File: config.mk
export PLATFORM = sky130hd
export DESIGN_NAME = snake_game_ctrl
export DESIGN_NICKNAME = d
export VERILOG_FILES = /design/src/rtl/snake_game_ctrl.sv
export SDC_FILE = /design/constraint.sdc
export NUM_CORES = 1
export LEC_CHECK = 0
export BUFFER_PORTS_ARGS = -buffer_cell sky130_fd_sc_hd__buf_2
export CAP_MARGIN = 20
export CELL_PAD_IN_SITES_DETAIL_PLACEMENT = 0
export CELL_PAD_IN_SITES_GLOBAL_PLACEMENT = 1
export CORE_MARGIN = 4
export CORE_UTILIZATION = 42
export DETAILED_ROUTE_END_ITERATION = 10
export HOLD_SLACK_MARGIN = 0.06
export PLACE_DENSITY = 0.9
export SYNTH_ARGS = -nofsm -noshare
export SYNTH_HDL_FRONTEND = slang
export SYNTH_SLANG_ARGS = --single-unit
File: constraint.sdc
create_clock -name clk_pix -period 5.7 [get_ports clk_pix]
set_clock_uncertainty 0.05 [all_clocks]
set_input_delay 1.14 -clock clk_pix [delete_from_list [all_inputs] [get_ports clk_pix]]
set_output_delay 1.14 -clock clk_pix [all_outputs]
set_load 0.05 [all_outputs]
File: src/rtl/snake_game_ctrl.sv
// Game-flow controller: steps the snake core, scans the body for collisions,
// scores apples and places new ones by rejection sampling against the body.
module snake_game_ctrl #(
    parameter  int GRID_W    = 64,
    parameter  int GRID_H    = 48,
    parameter  int MAX_LEN   = 32,
    parameter  int MAX_TRIES = 8,
    parameter  int APPLE_X0  = 40,
    parameter  int APPLE_Y0  = 24,
    localparam int IW        = $clog2(MAX_LEN)
) (
    input  logic          clk_pix,
    input  logic          reset_n,
    input  logic          tick,
    input  logic          start_btn,
    input  logic [15:0]   rnd,
    input  logic [7:0]    snake_len,
    input  logic [5:0]    head_gx,
    input  logic [5:0]    head_gy,
    output logic [IW-1:0] seg_idx,
    input  logic [5:0]    seg_gx,
    input  logic [5:0]    seg_gy,
    output logic          step_en,
    output logic          grow,
    output logic          snake_clr,
    output logic [5:0]    apple_gx,
    output logic [5:0]    apple_gy,
    output logic          apple_valid,
    output logic [7:0]    score,
    output logic          playing,
    output logic          game_over
);
    localparam int TW = $clog2(MAX_TRIES + 1);

    typedef enum logic [3:0] {
        IDLE,
        WAIT_TICK,
        STEP,
        SETTLE,
        SCAN_SELF,
        CHK_APPLE,
        PLACE_GEN,
        PLACE_SCAN,
        OVER
    } state_t;

    state_t        state, state_nx;
    logic          start_btn_d;
    logic [IW-1:0] seg_idx_nx;
    logic [5:0]    apple_gx_nx, apple_gy_nx;
    logic [5:0]    cand_x, cand_y, cand_x_nx, cand_y_nx;
    logic          apple_valid_nx, playing_nx, game_over_nx;
    logic          snake_clr_nx;
    logic [7:0]    score_nx;
    logic          grow_pend, grow_pend_nx;
    logic          tick_pend, tick_pend_nx;
    logic          place_pend, place_pend_nx;
    logic [TW-1:0] try_cnt, try_cnt_nx;

    logic          start_rise, restart;
    logic          seg_last, hit_head, hit_cand, on_apple;
    logic [5:0]    gen_x, gen_y;
    logic          gen_ok;
    logic          unused_rnd;

    assign start_rise = start_btn & ~start_btn_d;
    assign seg_last   = (8'(seg_idx) == snake_len - 8'd1);
    assign hit_head   = (seg_gx == head_gx) && (seg_gy == head_gy);
    assign hit_cand   = (seg_gx == cand_x) && (seg_gy == cand_y);
    assign on_apple   = (head_gx == apple_gx) && (head_gy == apple_gy);
    assign gen_x      = 6'(32'(rnd[5:0]) % 32'(GRID_W));
    assign gen_y      = rnd[11:6];
    assign gen_ok     = ({26'd0, gen_y} < 32'(GRID_H));
    assign unused_rnd = ^rnd[15:12];

    assign step_en = (state == STEP);
    assign grow    = step_en & grow_pend;

    always_ff @(posedge clk_pix) begin
        if (!reset_n) begin
            state       <= IDLE;
            start_btn_d <= 1'b1;
            seg_idx     <= '0;
            apple_gx    <= 6'(APPLE_X0);
            apple_gy    <= 6'(APPLE_Y0);
            apple_valid <= 1'b1;
            cand_x      <= '0;
            cand_y      <= '0;
            score       <= '0;
            playing     <= 1'b0;
            game_over   <= 1'b0;
            snake_clr   <= 1'b0;
            grow_pend   <= 1'b0;
            tick_pend   <= 1'b0;
            place_pend  <= 1'b0;
            try_cnt     <= '0;
        end else begin
            state       <= state_nx;
            start_btn_d <= start_btn;
            seg_idx     <= seg_idx_nx;
            apple_gx    <= apple_gx_nx;
            apple_gy    <= apple_gy_nx;
            apple_valid <= apple_valid_nx;
            cand_x      <= cand_x_nx;
            cand_y      <= cand_y_nx;
            score       <= score_nx;
            playing     <= playing_nx;
            game_over   <= game_over_nx;
            snake_clr   <= snake_clr_nx;
            grow_pend   <= grow_pend_nx;
            tick_pend   <= tick_pend_nx;
            place_pend  <= place_pend_nx;
            try_cnt     <= try_cnt_nx;
        end
    end

    always_comb begin
        state_nx       = state;
        seg_idx_nx     = seg_idx;
        apple_gx_nx    = apple_gx;
        apple_gy_nx    = apple_gy;
        apple_valid_nx = apple_valid;
        cand_x_nx      = cand_x;
        cand_y_nx      = cand_y;
        score_nx       = score;
        playing_nx     = playing;
        game_over_nx   = game_over;
        snake_clr_nx   = 1'b0;
        grow_pend_nx   = grow_pend;
        tick_pend_nx   = tick_pend;
        place_pend_nx  = place_pend;
        try_cnt_nx     = try_cnt;
        restart        = 1'b0;

        // A tick that lands mid-step is remembered once, extras are dropped
        if (tick && !(state inside {IDLE, WAIT_TICK, OVER}))
            tick_pend_nx = 1'b1;

        unique case (state)
            IDLE, OVER: restart = start_rise;
            WAIT_TICK: begin
                if (tick || tick_pend) begin
                    state_nx     = STEP;
                    tick_pend_nx = 1'b0;
                end
            end
            STEP: begin
                grow_pend_nx = 1'b0;
                state_nx     = SETTLE;
            end
            SETTLE: begin
                seg_idx_nx = IW'(1);
                state_nx   = (snake_len == 8'd1) ? CHK_APPLE : SCAN_SELF;
            end
            SCAN_SELF: begin
                if (hit_head) begin
                    state_nx     = OVER;
                    playing_nx   = 1'b0;
                    game_over_nx = 1'b1;
                end else if (seg_last) begin
                    state_nx = CHK_APPLE;
                end else begin
                    seg_idx_nx = seg_idx + IW'(1);
                end
            end
            CHK_APPLE: begin
                if (apple_valid && on_apple) begin
                    if (score != 8'hFF)
                        score_nx = score + 8'd1;
                    if (snake_len < 8'(MAX_LEN))
                        grow_pend_nx = 1'b1;
                    apple_valid_nx = 1'b0;
                    try_cnt_nx     = '0;
                    state_nx       = PLACE_GEN;
                end else if (place_pend) begin
                    try_cnt_nx = '0;
                    state_nx   = PLACE_GEN;
                end else begin
                    state_nx = WAIT_TICK;
                end
            end
            PLACE_GEN: begin
                if (try_cnt == TW'(MAX_TRIES)) begin
                    place_pend_nx = 1'b1;
                    state_nx      = WAIT_TICK;
                end else if (!gen_ok) begin
                    try_cnt_nx = try_cnt + TW'(1);
                end else begin
                    cand_x_nx  = gen_x;
                    cand_y_nx  = gen_y;
                    seg_idx_nx = '0;
                    state_nx   = PLACE_SCAN;
                end
            end
            PLACE_SCAN: begin
                if (hit_cand) begin
                    try_cnt_nx = try_cnt + TW'(1);
                    state_nx   = PLACE_GEN;
                end else if (seg_last) begin
                    apple_gx_nx    = cand_x;
                    apple_gy_nx    = cand_y;
                    apple_valid_nx = 1'b1;
                    place_pend_nx  = 1'b0;
                    state_nx       = WAIT_TICK;
                end else begin
                    seg_idx_nx = seg_idx + IW'(1);
                end
            end
            default: state_nx = IDLE;
        endcase

        if (restart) begin
            state_nx       = WAIT_TICK;
            snake_clr_nx   = 1'b1;
            score_nx       = '0;
            apple_gx_nx    = 6'(APPLE_X0);
            apple_gy_nx    = 6'(APPLE_Y0);
            apple_valid_nx = 1'b1;
            playing_nx     = 1'b1;
            game_over_nx   = 1'b0;
            grow_pend_nx   = 1'b0;
            tick_pend_nx   = 1'b0;
            place_pend_nx  = 1'b0;
            try_cnt_nx     = '0;
        end
    end
endmodule
======== After elaboration in Yosys (flattened, before gate mapping) ========
Index checks and enable logic that the tools add are counted.
word-level totals
  register bits ........................... 53
  memory bits (read-only) ................. 0
  memories kept ........................... 0
  memory bits (writable) .................. 0
  bits in latches ......................... 0
  output and inout bits ................... 31
  word-level logic and storage cells ...... 141
  input bits .............................. 52
cells by class
  bitwise operators ....................... 7
  add/sub/neg operators ................... 4
  shifts and indexed selects .............. 0
  $lt $le $gt $ge ......................... 2
  eq/ne operators ......................... 38
  $mul .................................... 0
  div/mod/pow operators ................... 0
  reduce and logical (&&, ||, !) cells .... 30
  muxes and demuxes ....................... 43
operators with widths
  kind                                                                           number
  4-bit 2-to-1 mux                                                               12
  6-bit == test                                                                  6
  4-bit one-hot mux with 8 select lines                                          1
  5-bit 2-to-1 mux                                                               5
  2-bit inequality test (second input constant)                                  11
  5-bit one-hot mux with 4 select lines                                          1
  5-bit AND reduction                                                            4
  1-bit 2-to-1 mux                                                               18
  4-bit by 3-bit == test with 1-bit output (second input constant)               4
  3-bit inequality test (second input constant)                                  4
  4-bit inequality test (second input constant)                                  3
  4-bit one-hot mux with 3 select lines                                          1
  3-bit AND reduction                                                            4
  2-bit nonzero test                                                             5
  8-bit by 1-bit adder with 8-bit output (second input constant)                 1
  4-bit by 2-bit == test with 1-bit output (second input constant)               2
  4-bit == test (second input constant)                                          2
  5-bit by 8-bit == test with 1-bit output                                       1
  8-bit by 1-bit == test with 1-bit output (second input constant)               1
  8-bit by 6-bit less-than comparator with 1-bit output (second input constant)  1
  8-bit inequality test (second input constant)                                  1
  4-bit AND reduction                                                            2
  8-bit by 1-bit subtractor with 8-bit output (second input constant)            1
  6-bit less-than comparator (second input constant)                             1
  other kinds (17)                                                               32

======== Longest topological paths before layout ========
  depth after elaboration ................. 7
  gate-level depth with buffers ........... 9
  depth with buffers taken out ............ 8

======== Worst setup path before layout ========
No wires, ideal clock.
  path type ............................... input port to flip-flop
  from .................................... in snake_len[0]
  to ...................................... reg apple_gx[3]
  stages .................................. 9
  setup time .............................. 134 ps
  required time ........................... 5516 ps
  slack ................................... 2507 ps
  buffers on the path ..................... 1
  arrival time ............................ 3009 ps
  cells stage by stage .................... inv_1 -> ha_1 -> nor2b_1 -> or3_1 -> a31o_4 -> nor4_4 -> buf_6 -> mux2i_1 -> nand2_1
between the ends
  word-level cells in the longest chain between the ends .. 3
ends and longest elaborated chain
  item                                         line  text
  from (decl)                                  17    input logic [7:0] snake_len,
  8-bit by 1-bit subtractor with 8-bit output  67    assign seg_last = (8'(seg_idx) == snake_len - 8'd1);
  5-bit by 8-bit == test with 1-bit output     67
  3-bit AND reduction (no line)                n/a
  to (signal assigned)                         84    apple_gx <= 6'(APPLE_X0);
  to (signal assigned)                         101   apple_gx <= apple_gx_nx;
  to (decl)                                    26    output logic [5:0] apple_gx,
Every way passes these cells.
A chain may end at the register's enable or synchronous reset.

======== Worst setup path after layout ========
  from .................................... in snake_len[0]
  to ...................................... reg seg_idx[0]
between the ends
  word-level cells in the longest chain between the ends .. 5
ends and longest elaborated chain
  item                                             line  text
  8-bit by 1-bit subtractor with 8-bit output (*)  67
  5-bit by 8-bit == test with 1-bit output (*)     67
  5-bit 2-to-1 mux (*)                             n/a
  5-bit 2-to-1 mux, on equally long branches       n/a
  5-bit one-hot mux with 4 select lines (*)        n/a
  to (signal assigned)                             100   seg_idx <= seg_idx_nx;
  to (decl)                                        20    output logic [IW-1:0] seg_idx,
Every way passes the cells marked *; elsewhere a longest branch is shown, timed or not. The select of a mux whose other input is x is not followed.

==> flow_summary.json <==
{
  "hp-start": "game_over$_SDFFE_PP0P_",
  "startpoint": "snake_len[0]",
  "drtPass1Iterations": 4,
  "synth-seq-cells": 53,
  "fin_setup_tns_ns": 0,
  "route.vias.total": 2969,
  "final_layout_size_suffix_gt1_share_pct": 24.1,
  "clockBufferDepth": 2,
  "instances_no_fill": 539,
  "power_density_nw_per_um2": 182,
  "synthToLayoutAreaGrowth_pct": 16.6,
  "final.period_utilization_pct": 56.7,
  "io_buffer_count": 78,
  "r2r-start": "state[0]$_SDFFE_PN0P_",
  "seq_area_frac_synth_pct": 33.6,
  "fmax_mhz": 309,
  "ir_drop_uv": 93.0,
  "core_area_um2": 7290,
  "power.share.combinational_pct": 14.6,
  "globalRouteTotalUtil_pct": 19.2,
  "p_int_mw": 0.493,
  "die_w_um": 94.8,
  "synthFlopType": "dfxtp_1",
  "yosys_warnings": 0,
  "setup_viol": 0,
  "drc_errors": 0,
  "top_usage_layer": "met2",
  "utilization_pct": 50.6,
  "async_reset_ff_share_pct": 0,
  "power.share.clock_pct": 29.2,
  "die_y_um": 94.8,
  "slew_headroom_pct": 40.7,
  "layout.nets": 499,
  "diodes": 0,
  "synthCells": 367,
  "leakage_nw": 1.41,
  "antenna_found_initial": 0,
  "synth_area_leaders": "dfxtp_1 (34%), xnor2_1 (8.3%), a21oi_1 (4.1%)",
  "met2_usage_pct": 32.5,
  "ant_nets": 0,
  "clkSinkCount": 53,
  "switching_share_pct": 26.7,
  "cts_tree": "done",
  "use_met3_pct": 4.06,
  "numCtsBuffers": 5,
  "final_max_slew_viol_count": 0,
  "synth_area_um2": 3160,
  "synth_area_per_cell_um2": 8.62,
  "clock_latency_ns": 0.30,
  "worstPathArrival_ns": 3.40,
  "drtIter0Drc": 123,
  "crit_fanout": 8,
  "ys_types": 63,
  "status": "finished clean",
  "path_class": "input port to register",
  "synth_most_common_cell": "dfxtp_1",
  "grt_pass1_wl_um": 13700,
  "grt_use_met1_pct": 25.2,
  "post_cts_resized": 0,
  "wl_per_cell_um": 15.7,
  "synthTopCellsByCount": "dfxtp_1 (53), nand2_1 (31), nor2_1 (31), xnor2_1 (30), a21oi_1 (26)",
  "startpoint_type": "input port",
  "critPathCaptureType": "register",
  "placed_cells": 533,
  "max_cap_violations": 0,
  "die-area_um2": 8980,
  "p_sw_mw": 0.180,
  "grt_pass1_vias": 2784,
  "design.portCount": 83,
  "vias_per_cell": 5.51,
  "worst_pin_slew_ns": 0.887,
  "cts_root_buf": "clkbuf_8",
  "hold_viol_final": 0,
  "start_util_pct": 43.4,
  "post_cts_buffers": 0,
  "htreeDepth": 2,
  "synth_top_area_share_pct": 33.6,
  "setup_ws_ns": 2.47,
  "wl_um": 8450,
  "rsz0062_at_grt": "false",
  "synth_nets": 425,
  "finalWeightedCongestion": 0.846,
  "cts.clk_slew.worst_paths_ns": 0.09,
  "seqPwrFrac_pct": 56.2,
  "min_period_ns": 3.23,
  "overflow": 0,
  "num_rows": 31,
  "critPathRequiredTime_ns": 5.86,
  "grt_max_degree": 24,
  "dp_slack_ns": 2.18,
  "holdWs_ns": 0.401,
  "synth_edf_count": 0,
  "dpl.hpwl_um": 6550,
  "cts.hold.buffers_added": 0,
  "hold_path_class": "register to register",
  "synth_top_area_cell": "dfxtp_1"
}
stage by stage:
stage / area [um2] / power [mW]
floorplan: 3160 / 0.446
global placement: 3610 / 0.483
CTS: 3690 / 0.677
detailed placement: 3610 / 0.484
finish: 3690 / 0.673
global route: 3690 / 0.703
layout make-up:
cell class                      count  area [um2]
Tap cell                           99         124
Clock buffer                        5        68.8
Clock inverter                      1        5.00
Inverter                           14        52.6
Multi-Input combinational cell    288        1980
Timing Repair Buffer               79         398
Fill cell                         751        3600
Sequential cell                    53        1060
power groups by stage:
stage | Combinational, mW | Sequential, mW | Clock, mW
after floorplan | 0.0598 | 0.386 | 0
after global placement | 0.0965 | 0.387 | 0
after detailed placement | 0.0976 | 0.387 | 0
after CTS | 0.0984 | 0.378 | 0.201
after global routing | 0.109 | 0.379 | 0.215
final | 0.0982 | 0.378 | 0.196
sequential cells by signal (all words and copies together) (netlist names):
name         count
try_cnt          4
tick_pend        1
playing          1
state            4
snake_clr        1
start_btn_d      1
apple_gx         6
game_over        1
place_pend       1
grow_pend        1
cand_y           6
apple_gy         6
seg_idx          5
score            8
apple_valid      1
cand_x           6
per-layer routing:
metal | up-vias | wire (um)
met2 | 84 | 4020
met5 | - | 0
met4 | 0 | 98
met1 | 1395 | 3870
met3 | 10 | 459
li1 | 1480 | -
final timing paths:
path / slack, ns / depth (start not counted) / to
max reg2reg: 2.88 / 5 / score[5]$_SDFFE_PP0P_
min reg2reg: 0.40 / 2 / game_over$_SDFFE_PP0P_
min: 0.40 / 2 / game_over$_SDFFE_PP0P_
max: 2.47 / 9 / seg_idx[0]$_SDFFE_PN0P_
placed cells by master (no fill, tap or decap), drive strengths merged, types with 10 or more instances in the layout:
master  instances
a21oi          26
buf            79
dfxtp          53
inv            14
mux2i          12
nand2          31
nand3          21
nand4          12
nor2           31
nor3           10
xnor2          30
xor2           13
critical path, cell delays in order:
cell and delay, ns:
buf_2 0.15, inv_1 0.06, ha_1 0.26, nor2b_1 0.15
or3_1 0.35, a31o_4 0.26, nor4_2 0.67, o31ai_1 0.13
a221oi_1 0.24
kinds of logic (layout without fill, tap and decap cells):
| kind of cell | count (synthesis) | count (layout) | synth area share (%) |
|---|---|---|---|
| adders and majority gates | 6 | 6 | 2.37 |
| buffers and inverters | 26 | 99 | 3.88 |
| DFF | 53 | 53 | 33.6 |
| xor gates and xnor gates | 43 | 43 | 11.9 |
| muxes | 12 | 12 | 3.80 |
| AOI/OAI and AO/OA | 76 | 76 | 17.7 |
| and+or+nand+nor | 151 | 151 | 26.8 |
No activity file was read; power rests on OpenSTA's default activity.
